<file path="src/rtl/maq_controle.sv">
// maq_controle -- mode/sequencing controller for the digital clock counter chain.
//
// Produces the 1 Hz count tick while running and runs the time-set interface:
// the mode button cycles RUN -> SET_HORA -> SET_MIN -> RUN, and the increment
// button issues single-cycle adjust pulses to the hour/minute machines.
// A set mode left idle for TIMEOUT_S seconds falls back to RUN on its own.
//
// Ports:
//   maqc_clock        in   system clock, rising edge
//   maqc_reset        in   asynchronous active-low reset
//   maqc_btn_modo     in   raw mode button (async, active-high)
//   maqc_btn_inc      in   raw increment button (async, active-high)
//   maqc_enable       out  1 in RUN: count enable for the seconds chain
//   maqc_tick_seg     out  one-cycle 1 Hz pulse, RUN only
//   maqc_ajuste_hora  out  one-cycle hour adjust pulse
//   maqc_ajuste_min   out  one-cycle minute adjust pulse
//   maqc_zera_seg     out  one-cycle pulse clearing seconds on exit from a set mode
//   maqc_modo         out  00 RUN, 01 SET_HORA, 10 SET_MIN
//   maqc_pisca        out  display blink: 1 shows the field being set, 0 blanks it
module maq_controle #(
    parameter int unsigned DIV       = 50000000,
    parameter int unsigned TIMEOUT_S = 10
) (
    input  logic       maqc_clock,
    input  logic       maqc_reset,
    input  logic       maqc_btn_modo,
    input  logic       maqc_btn_inc,
    output logic       maqc_enable,
    output logic       maqc_tick_seg,
    output logic       maqc_ajuste_hora,
    output logic       maqc_ajuste_min,
    output logic       maqc_zera_seg,
    output logic [1:0] maqc_modo,
    output logic       maqc_pisca
);

    localparam int unsigned PW = $clog2(DIV);
    localparam int unsigned TW = $clog2(TIMEOUT_S + 1);
    localparam logic [PW-1:0] PRESC_LAST = PW'(DIV - 1);
    localparam logic [PW-1:0] PRESC_HALF = PW'(DIV / 2);
    localparam logic [TW-1:0] TO_LAST    = TW'(TIMEOUT_S - 1);

    typedef enum logic [1:0] {
        RUN      = 2'b00,
        SET_HORA = 2'b01,
        SET_MIN  = 2'b10
    } state_t;

    state_t        state_q, state_d;
    logic [PW-1:0] presc_q, presc_d;
    logic [TW-1:0] to_q, to_d;

    // bit 0 = modo, bit 1 = inc
    logic [1:0] btn_s1_q, btn_s2_q, btn_prev_q;
    logic [1:0] btn_edge;
    logic       modo_edge, inc_edge, tick;

    logic enable_q, enable_d;
    logic tick_q, tick_d;
    logic ajh_q, ajh_d;
    logic ajm_q, ajm_d;
    logic zera_q, zera_d;
    logic pisca_q, pisca_d;
    logic exit_set;

    assign btn_edge  = btn_s2_q & ~btn_prev_q;
    assign modo_edge = btn_edge[0];
    assign inc_edge  = btn_edge[1];
    assign tick      = (presc_q == PRESC_LAST);

    always_comb begin
        state_d  = state_q;
        presc_d  = tick ? '0 : presc_q + PW'(1);
        to_d     = to_q;
        tick_d   = 1'b0;
        ajh_d    = 1'b0;
        ajm_d    = 1'b0;
        zera_d   = 1'b0;
        exit_set = 1'b0;

        unique case (state_q)
            RUN: begin
                tick_d = tick;
                if (modo_edge) begin
                    state_d = SET_HORA;
                    to_d    = '0;
                end
            end
            SET_HORA, SET_MIN: begin
                // Priority: modo edge, then inc edge, then timeout expiry.
                // Any button edge restarts the idle timeout.
                if (modo_edge) begin
                    to_d = '0;
                    if (state_q == SET_HORA) state_d = SET_MIN;
                    else                     exit_set = 1'b1;
                end else if (inc_edge) begin
                    to_d = '0;
                    if (state_q == SET_HORA) ajh_d = 1'b1;
                    else                     ajm_d = 1'b1;
                end else if (tick) begin
                    if (to_q == TO_LAST) exit_set = 1'b1;
                    else                 to_d = to_q + TW'(1);
                end
                // Re-phase the prescaler so the first second after a set is a full one.
                if (exit_set) begin
                    state_d = RUN;
                    zera_d  = 1'b1;
                    presc_d = '0;
                    to_d    = '0;
                end
            end
            default: state_d = RUN;
        endcase

        enable_d = (state_d == RUN);
        pisca_d  = (state_d == RUN) || (presc_d < PRESC_HALF);
    end

    always_ff @(posedge maqc_clock or negedge maqc_reset) begin
        if (!maqc_reset) begin
            state_q    <= RUN;
            presc_q    <= '0;
            to_q       <= '0;
            btn_s1_q   <= '0;
            btn_s2_q   <= '0;
            btn_prev_q <= '0;
            enable_q   <= 1'b0;
            tick_q     <= 1'b0;
            ajh_q      <= 1'b0;
            ajm_q      <= 1'b0;
            zera_q     <= 1'b0;
            pisca_q    <= 1'b0;
        end else begin
            state_q    <= state_d;
            presc_q    <= presc_d;
            to_q       <= to_d;
            btn_s1_q   <= {maqc_btn_inc, maqc_btn_modo};
            btn_s2_q   <= btn_s1_q;
            btn_prev_q <= btn_s2_q;
            enable_q   <= enable_d;
            tick_q     <= tick_d;
            ajh_q      <= ajh_d;
            ajm_q      <= ajm_d;
            zera_q     <= zera_d;
            pisca_q    <= pisca_d;
        end
    end

    assign maqc_enable      = enable_q;
    assign maqc_tick_seg    = tick_q;
    assign maqc_ajuste_hora = ajh_q;
    assign maqc_ajuste_min  = ajm_q;
    assign maqc_zera_seg    = zera_q;
    assign maqc_modo        = state_q;
    assign maqc_pisca       = pisca_q;

endmodule

</file>
<file path="config.mk">
export PLATFORM = sky130hd
export DESIGN_NAME = maq_controle
export DESIGN_NICKNAME = d
export VERILOG_FILES = /design/src/rtl/maq_controle.sv
export SDC_FILE = /design/constraint.sdc
export NUM_CORES = 1
export LEC_CHECK = 0
export CAP_MARGIN = 0
export CORE_MARGIN = 4
export CORE_UTILIZATION = 50
export CTS_CLUSTER_DIAMETER = 50
export CTS_CLUSTER_SIZE = 24
export DETAILED_ROUTE_END_ITERATION = 10
export PLACE_DENSITY = 0.67
export SYNTH_ARGS = -nofsm -noshare
export SYNTH_HDL_FRONTEND = slang
export SYNTH_SLANG_ARGS = --single-unit
</file>
<file path="constraint.sdc">
create_clock -name maqc_clock -period 2.7 [get_ports maqc_clock]
set_input_delay 0.675 -clock maqc_clock [delete_from_list [all_inputs] [get_ports maqc_clock]]
set_output_delay 0.675 -clock maqc_clock [all_outputs]
set_load 0.02 [all_outputs]
</file>
==> results of run 1 <==
==> metrics by stage <==
| stage | setup slack, ns | std cells |
|---|---|---|
| global placement | 0.347 | 297 |
| detailed placement | 0.297 | 297 |
| global route | 0.0144 | 304 |
| finish | 0.265 | 304 |
| floorplan | 0.427 | 239 |
| CTS | 0.274 | 304 |
==> cells by family (layout without fill, tap and decap cells) <==
kind of cell | after synthesis | count (layout) | share of synthesized area (%)
AND/OR/NAND/NOR | 119 | 119 | 29.0
buffers and inverters | 19 | 32 | 3.88
multiplexers | 1 | 1 | 0.425
flip-flops | 44 | 44 | 46.8
AO/OA/AOI/OAI | 24 | 24 | 7.12
XOR/XNOR | 26 | 26 | 9.67
adder cells (fa/ha/maj) | 6 | 6 | 3.19
==> state kept, by name, summed over array words and instances (netlist names) <==
signal,count
maqc_enable,1
maqc_tick_seg,1
btn_s1_q,2
btn_s2_q,2
maqc_ajuste_hora,1
maqc_modo,2
maqc_ajuste_min,1
maqc_zera_seg,1
maqc_pisca,1
to_q,4
presc_q,26
btn_prev_q,2
==> layout make-up <==
class	count	area, um^2	area share, %
inverters	10	37.5	1.45
flip-flops and latches	44	1100	42.4
multi-input cells	176	1160	44.7
repair buffers	15	135	5.20
well taps	52	65.1	2.50
clock buffers	7	96.3	3.71
==> per-layer routing <==
metal | GRT usage (%) | vias up | part of all wire (%)
met1 | 22.1 | 802 | 50
met5 | 0 | - | 0
met2 | 24.5 | 21 | 45
met3 | 3.90 | 4 | 3.2
li1 | - | 847 | -
met4 | 6.70 | 0 | 1.7
==> worst max-delay path by stage <==
stage,start,end,slack (ns)
floorplan,maqc_modo[1],maqc_pisca,0.43
global placement,presc_q[0],maqc_pisca,0.35
detailed placement,presc_q[0],maqc_pisca,0.30
CTS,presc_q[0],maqc_pisca,0.27
global route,presc_q[0],maqc_pisca,0.01
finish,presc_q[0],maqc_pisca,0.26
==> Yosys cell counts, types with 3 or more instances <==
master,number
and2_1,3
a21oi_1,3
nand2_1,16
inv_1,10
or3_1,3
ha_1,6
nor2b_1,6
xnor2_1,15
clkbuf_1,3
nor2_1,36
nand4b_1,3
nand3_1,16
nor3_1,5
nor3_2,3
dfrtp_1,44
buf_4,4
a31oi_1,4
and3_1,6
nand2b_1,3
xor2_1,11
nor4_1,4
==> power by group through the flow <==
stage | clock network [mW] | registers, mW | logic, mW
2_1_floorplan | 0 | 0.866 | 0.290
3_3_place_gp | 0 | 0.846 | 0.449
3_5_place_dp | 0 | 0.851 | 0.446
4_1_cts | 0.456 | 0.838 | 0.450
5_1_grt | 0.486 | 0.854 | 0.499
6_report | 0.429 | 0.837 | 0.446
==> worst max-delay path: cells and delay by family, from the launching register on <==
family                     cells  cell delay, ns
DFF                            1            0.41
xor gates and xnor gates       1            0.25
adders and majority gates      1            0.31
AOI/OAI and AO/OA              2            0.24
and+or+nand+nor                4            1.09
==> flow_metrics.py, run 1 <==
metrics = {
    "routing": {
        "drt_first_pass_iters": 4,
        "antenna_left": 0,
        "vias_per_cell": 5.51,
        "drt-wirelength-per-cell_um": 13.9,
        "drt_wl_total_um": 4240,
        "drtIter0Drc": 93,
        "num_vias": 1674,
        "drc": 0,
    },
    "pwr": {
        "internal-power_mw": 1.15,
        "leakage_nw": 1.15,
        "p_comb_share_pct": 26.0,
        "p_seq_share_pct": 48.9,
        "vdd_drop_max_v": 0.000505,
        "p_sw_share_pct": 32.6,
        "power_mw": 1.71,
        "clkPwrFrac_pct": 25.1,
        "power_density_mw_per_mm2": 659,
        "switchingPower_uw": 559,
    },
    "grt": {
        "grt_overflow_total": 0,
        "track_usage_pct": 16.2,
        "grt_first_pass_wirelength_um": 7480,
        "grt_pass1_vias": 1600,
        "grt_start_max_net_pins": 19,
        "antenna_found_initial": 0,
    },
    "sta": {
        "slew-limit-headroom_pct": 67.6,
        "tightest_slew_ns": 0.482,
        "fin_crit_sh_pct": 90.2,
        "tns_ns": 0,
        "finalMaxSlewViolations": 0,
        "rsz0062_at_grt": "no",
        "skew_ns": 0.00495,
        "fmax_mhz": 411,
        "finalSetupViolations": 0,
        "holdWs_ns": 0.267,
        "min_period_ns": 2.44,
        "final_hold_viol_count": 0,
    },
    "floorplan": {
        "die_area_mm2": 0.00587,
        "die-height_um": 76.6,
        "ios": 12,
        "fp.dieW_um": 76.6,
        "start_util_pct": 53.0,
        "coreArea_mm2": 0.00444,
        "placementRows": 24,
    },
    "status": {
        "status": "finished clean",
    },
    "yosys": {
        "ys.flop_type": "dfrtp_1",
        "synthCells": 239,
        "synth.cell_area_mm2": 0.00235,
        "async_flop_share_pct": 100,
        "ys_seq_area_share_pct": 46.8,
        "yosysWarnings": 0,
        "synthDistinctLibCells": 48,
        "ys_ff_latch": 44,
        "synth_top_area_share_pct": 46.8,
        "yosys-top-cells-area": "dfrtp_1 47%, nor2_1 5.7%, xnor2_1 5.6%",
        "syn_avg_cell_area_um2": 9.85,
        "synth_nets": 249,
        "synth_top_cell_by_area": "dfrtp_1",
        "synth_edf_count": 0,
    },
    "clock_network": {
        "numCtsBuffers": 5,
        "clock-sinks": 44,
        "post-cts-setup-buffer-count": 0,
        "cts_resized": 0,
        "cts_hold_buf": 0,
        "tritoncts": "built",
        "clock_latency_ns": 0.29,
        "clkTransAtPathRegs_ns": 0.07,
        "cts_root_buf": "clkbuf_8",
        "clockBufferDepth": 2,
        "cts_max_level": 2,
    },
    "worst_setup_path": {
        "cp_max_fo": 7,
        "cp.arrival_ns": 2.60,
        "startpoint_type": "flip-flop",
        "reg2reg_depth": 8,
        "cp_cell_sequence": "ha_1 > nand2_1 > or4_4 > nor3_2 > xor2_1 > a211oi_1 > nor4_1 > o211ai_1",
        "max_stage_delay_ns": 0.54,
        "reg2reg_to": "maqc_pisca",
        "required_ns": 2.87,
        "rrSetupSlack_ns": 0.26,
        "cp_slowest_cell": "or4_4",
        "critical_path_class": "flip-flop to flip-flop",
        "cp-end-kind": "flip-flop",
        "reg2reg_from": "presc_q[0]",
    },
    "final_layout": {
        "layout.nets": 262,
        "postLayoutCoreUtil_pct": 58.4,
        "most-common-layout-cells": "44 x dfrtp_1, 36 x nor2_1, 16 x nand3_1, 16 x nand2_1, 15 x xnor2_1",
        "area_growth_pct": 10.3,
        "final_area_mm2": 0.00260,
        "final.fill_count": 400,
        "diodes": 0,
        "final_common_cell": "dfrtp_1",
        "final_layout_size_suffix_gt1_share_pct": 9.92,
    },
    "place": {
        "routabilityCongestion": 0.822,
        "portBuffers": 11,
        "placed_area_mm2": 0.00250,
        "dp_hpwl_um": 3200,
    },
    "worst_hold_path": {
        "hp-class": "input pin to async pin",
    },
    "run": {
        "drv_cap": 0,
    },
}
Power figures use the tool's default switching activity.
==> inputs of run 2 (changes only) <==
Clock period 2.7 ns to 3 ns, I/O delays scaled along.
==> flow_metrics.py, run 2 (synthesized netlist as in run 1, its figures left out) <==
metrics = {
    "routing": {
        "vias_per_cell": 5.56,
        "wl_met3_um": 135,
        "wl_met1_um": 2150,
        "drtIter0Drc": 64,
        "routed-wl-met2_um": 1930,
        "highest-signal-layer": "met4",
        "num_vias": 1678,
        "antenna_left": 0,
        "drt-wirelength-per-cell_um": 14.2,
        "drt_wl_total_um": 4280,
        "drc": 0,
        "drt_first_pass_iters": 4,
    },
    "clock_network": {
        "cts_max_level": 2,
        "tritoncts": "built",
        "cts_resized": 0,
        "clock_latency_ns": 0.30,
        "cts_hold_buf": 0,
        "cts_root_buf": "clkbuf_8",
        "clkTransAtPathRegs_ns": 0.08,
        "numCtsBuffers": 5,
        "post-cts-setup-buffer-count": 0,
        "clock-sinks": 44,
        "clockBufferDepth": 2,
    },
    "sta": {
        "final.setup.worst_slack_ns": 0.587,
        "min_period_ns": 2.41,
        "skew_ns": 0.00503,
        "holdWs_ns": 0.352,
        "final_hold_viol_count": 0,
        "fin_crit_sh_pct": 80.4,
        "rsz0062_at_grt": "no",
        "tns_ns": 0,
        "fmax_mhz": 414,
        "slew-limit-headroom_pct": 37.0,
        "tightest_slew_ns": 0.945,
        "finalSetupViolations": 0,
        "finalMaxSlewViolations": 0,
    },
    "place": {
        "placed_area_mm2": 0.00248,
        "pre_cts_ws_ns": 0.593,
        "routabilityCongestion": 0.828,
        "dp_hpwl_um": 3140,
        "portBuffers": 11,
        "dpl.cell_count": 294,
    },
    "final_layout": {
        "area_growth_pct": 9.83,
        "final.fill_count": 384,
        "postLayoutCoreUtil_pct": 58.2,
        "largestRegisters": "presc_q x26, to_q x4",
        "final_common_cell": "dfrtp_1",
        "largest_register_ffs": 26,
        "final_layout_size_suffix_gt1_share_pct": 8.80,
        "diodes": 0,
        "layout.nets": 259,
        "top_register": "presc_q",
        "final_cells": 302,
        "most-common-layout-cells": "44 x dfrtp_1, 36 x nor2_1, 16 x nand3_1, 16 x nand2_1, 15 x xnor2_1",
        "final_area_mm2": 0.00259,
    },
    "worst_setup_path": {
        "cp_max_fo": 7,
        "cp.buffers_inverters": 0,
        "required_ns": 3.17,
        "reg2reg_from": "presc_q[0]",
        "cp-startpoint": "presc_q[0]",
        "max_stage_delay_ns": 0.54,
        "cp.arrival_ns": 2.58,
        "cp_slowest_cell": "or4_4",
        "startpoint_type": "flip-flop",
        "critical_path_class": "flip-flop to flip-flop",
        "crit_family": "simple AND/OR/NAND/NOR gates",
        "cp-end-kind": "flip-flop",
        "cp_cell_sequence": "ha_1 > nand2_1 > or4_4 > nor3_2 > xor2_1 > a211oi_1 > nor4_1 > o211ai_1",
    },
    "grt": {
        "antenna_found_initial": 0,
        "grt_first_pass_wirelength_um": 7760,
        "grt_overflow_total": 0,
        "grt_pass1_vias": 1612,
        "track_usage_pct": 16.4,
        "grt_start_max_net_pins": 45,
    },
    "worst_hold_path": {
        "hp-start": "btn_s1_q[1]",
        "hp-class": "flip-flop to flip-flop",
    },
    "pwr": {
        "switchingPower_uw": 526,
        "power_mw": 1.60,
        "p_comb_share_pct": 25.2,
        "vdd_drop_max_v": 0.000459,
        "p_seq_share_pct": 47.0,
        "p_sw_share_pct": 32.8,
        "clkPwrFrac_pct": 27.9,
        "power_density_mw_per_mm2": 620,
        "leakage_nw": 1.14,
        "internal-power_mw": 1.08,
    },
    "floorplan": {
        "coreArea_mm2": 0.00444,
        "fp.dieW_um": 76.6,
        "start_util_pct": 53.0,
        "die-height_um": 76.6,
        "placementRows": 24,
        "die_area_mm2": 0.00587,
        "ios": 12,
    },
    "run": {
        "drv_cap": 0,
    },
    "status": {
        "status": "finished clean",
    },
}
==> run 2: changes by cell type in the layout (fill, tap and decap cells not counted), sizes merged <==
cell    change
buf         -3
bufinv      +1
clkbuf      -1
clkinv      +1
==> run 2: worst paths after layout <==
| kind | endpoint | slack, ns | cells past startpoint |
|---|---|---|---|
| max | maqc_pisca | 0.59 | 8 |
| min | btn_s2_q[1] | 0.35 | 0 |
| max reg2reg | maqc_pisca | 0.59 | 8 |
| min reg2reg | btn_s2_q[1] | 0.35 | 0 |
| max in group asynchronous | presc_q[23] | 1.82 | 1 |
| min in group asynchronous | to_q[3] | 0.59 | 1 |
==> run 2: layout make-up <==
class,instances,area [um^2],area share [%]
Multi-Input combinational cell,176,1160,44.9
Sequential cell,44,1100,42.6
Timing Repair Buffer,12,113,4.35
Clock buffer,6,72.6,2.81
Tap cell,52,65.1,2.52
Inverter,10,37.5,1.45
Clock inverter,2,35.0,1.35
==> run 2: power by group through the flow <==
stage               Sequential (mW)  Combinational [mW]  Clock (mW)
finish                        0.753               0.404       0.447
CTS                           0.754               0.411       0.461
global route                  0.765               0.464       0.486
floorplan                     0.779               0.261           0
global placement              0.761               0.404           0
detailed placement            0.767               0.410           0
==> run 2: metal layers <==
layer	GRT usage, %	vias up
li1	-	842
met1	23.3	804
met2	24.4	25
met3	3.55	7
met4	5.98	0
met5	0	-
==> run 2: worst register-to-register path, stage by stage, from the launching register on <==
cell and delay, ns:
dfrtp_1 0.41, ha_1 0.30, nand2_1 0.16, or4_4 0.54
nor3_2 0.15, xor2_1 0.24, a211oi_1 0.11, nor4_1 0.24
o211ai_1 0.14
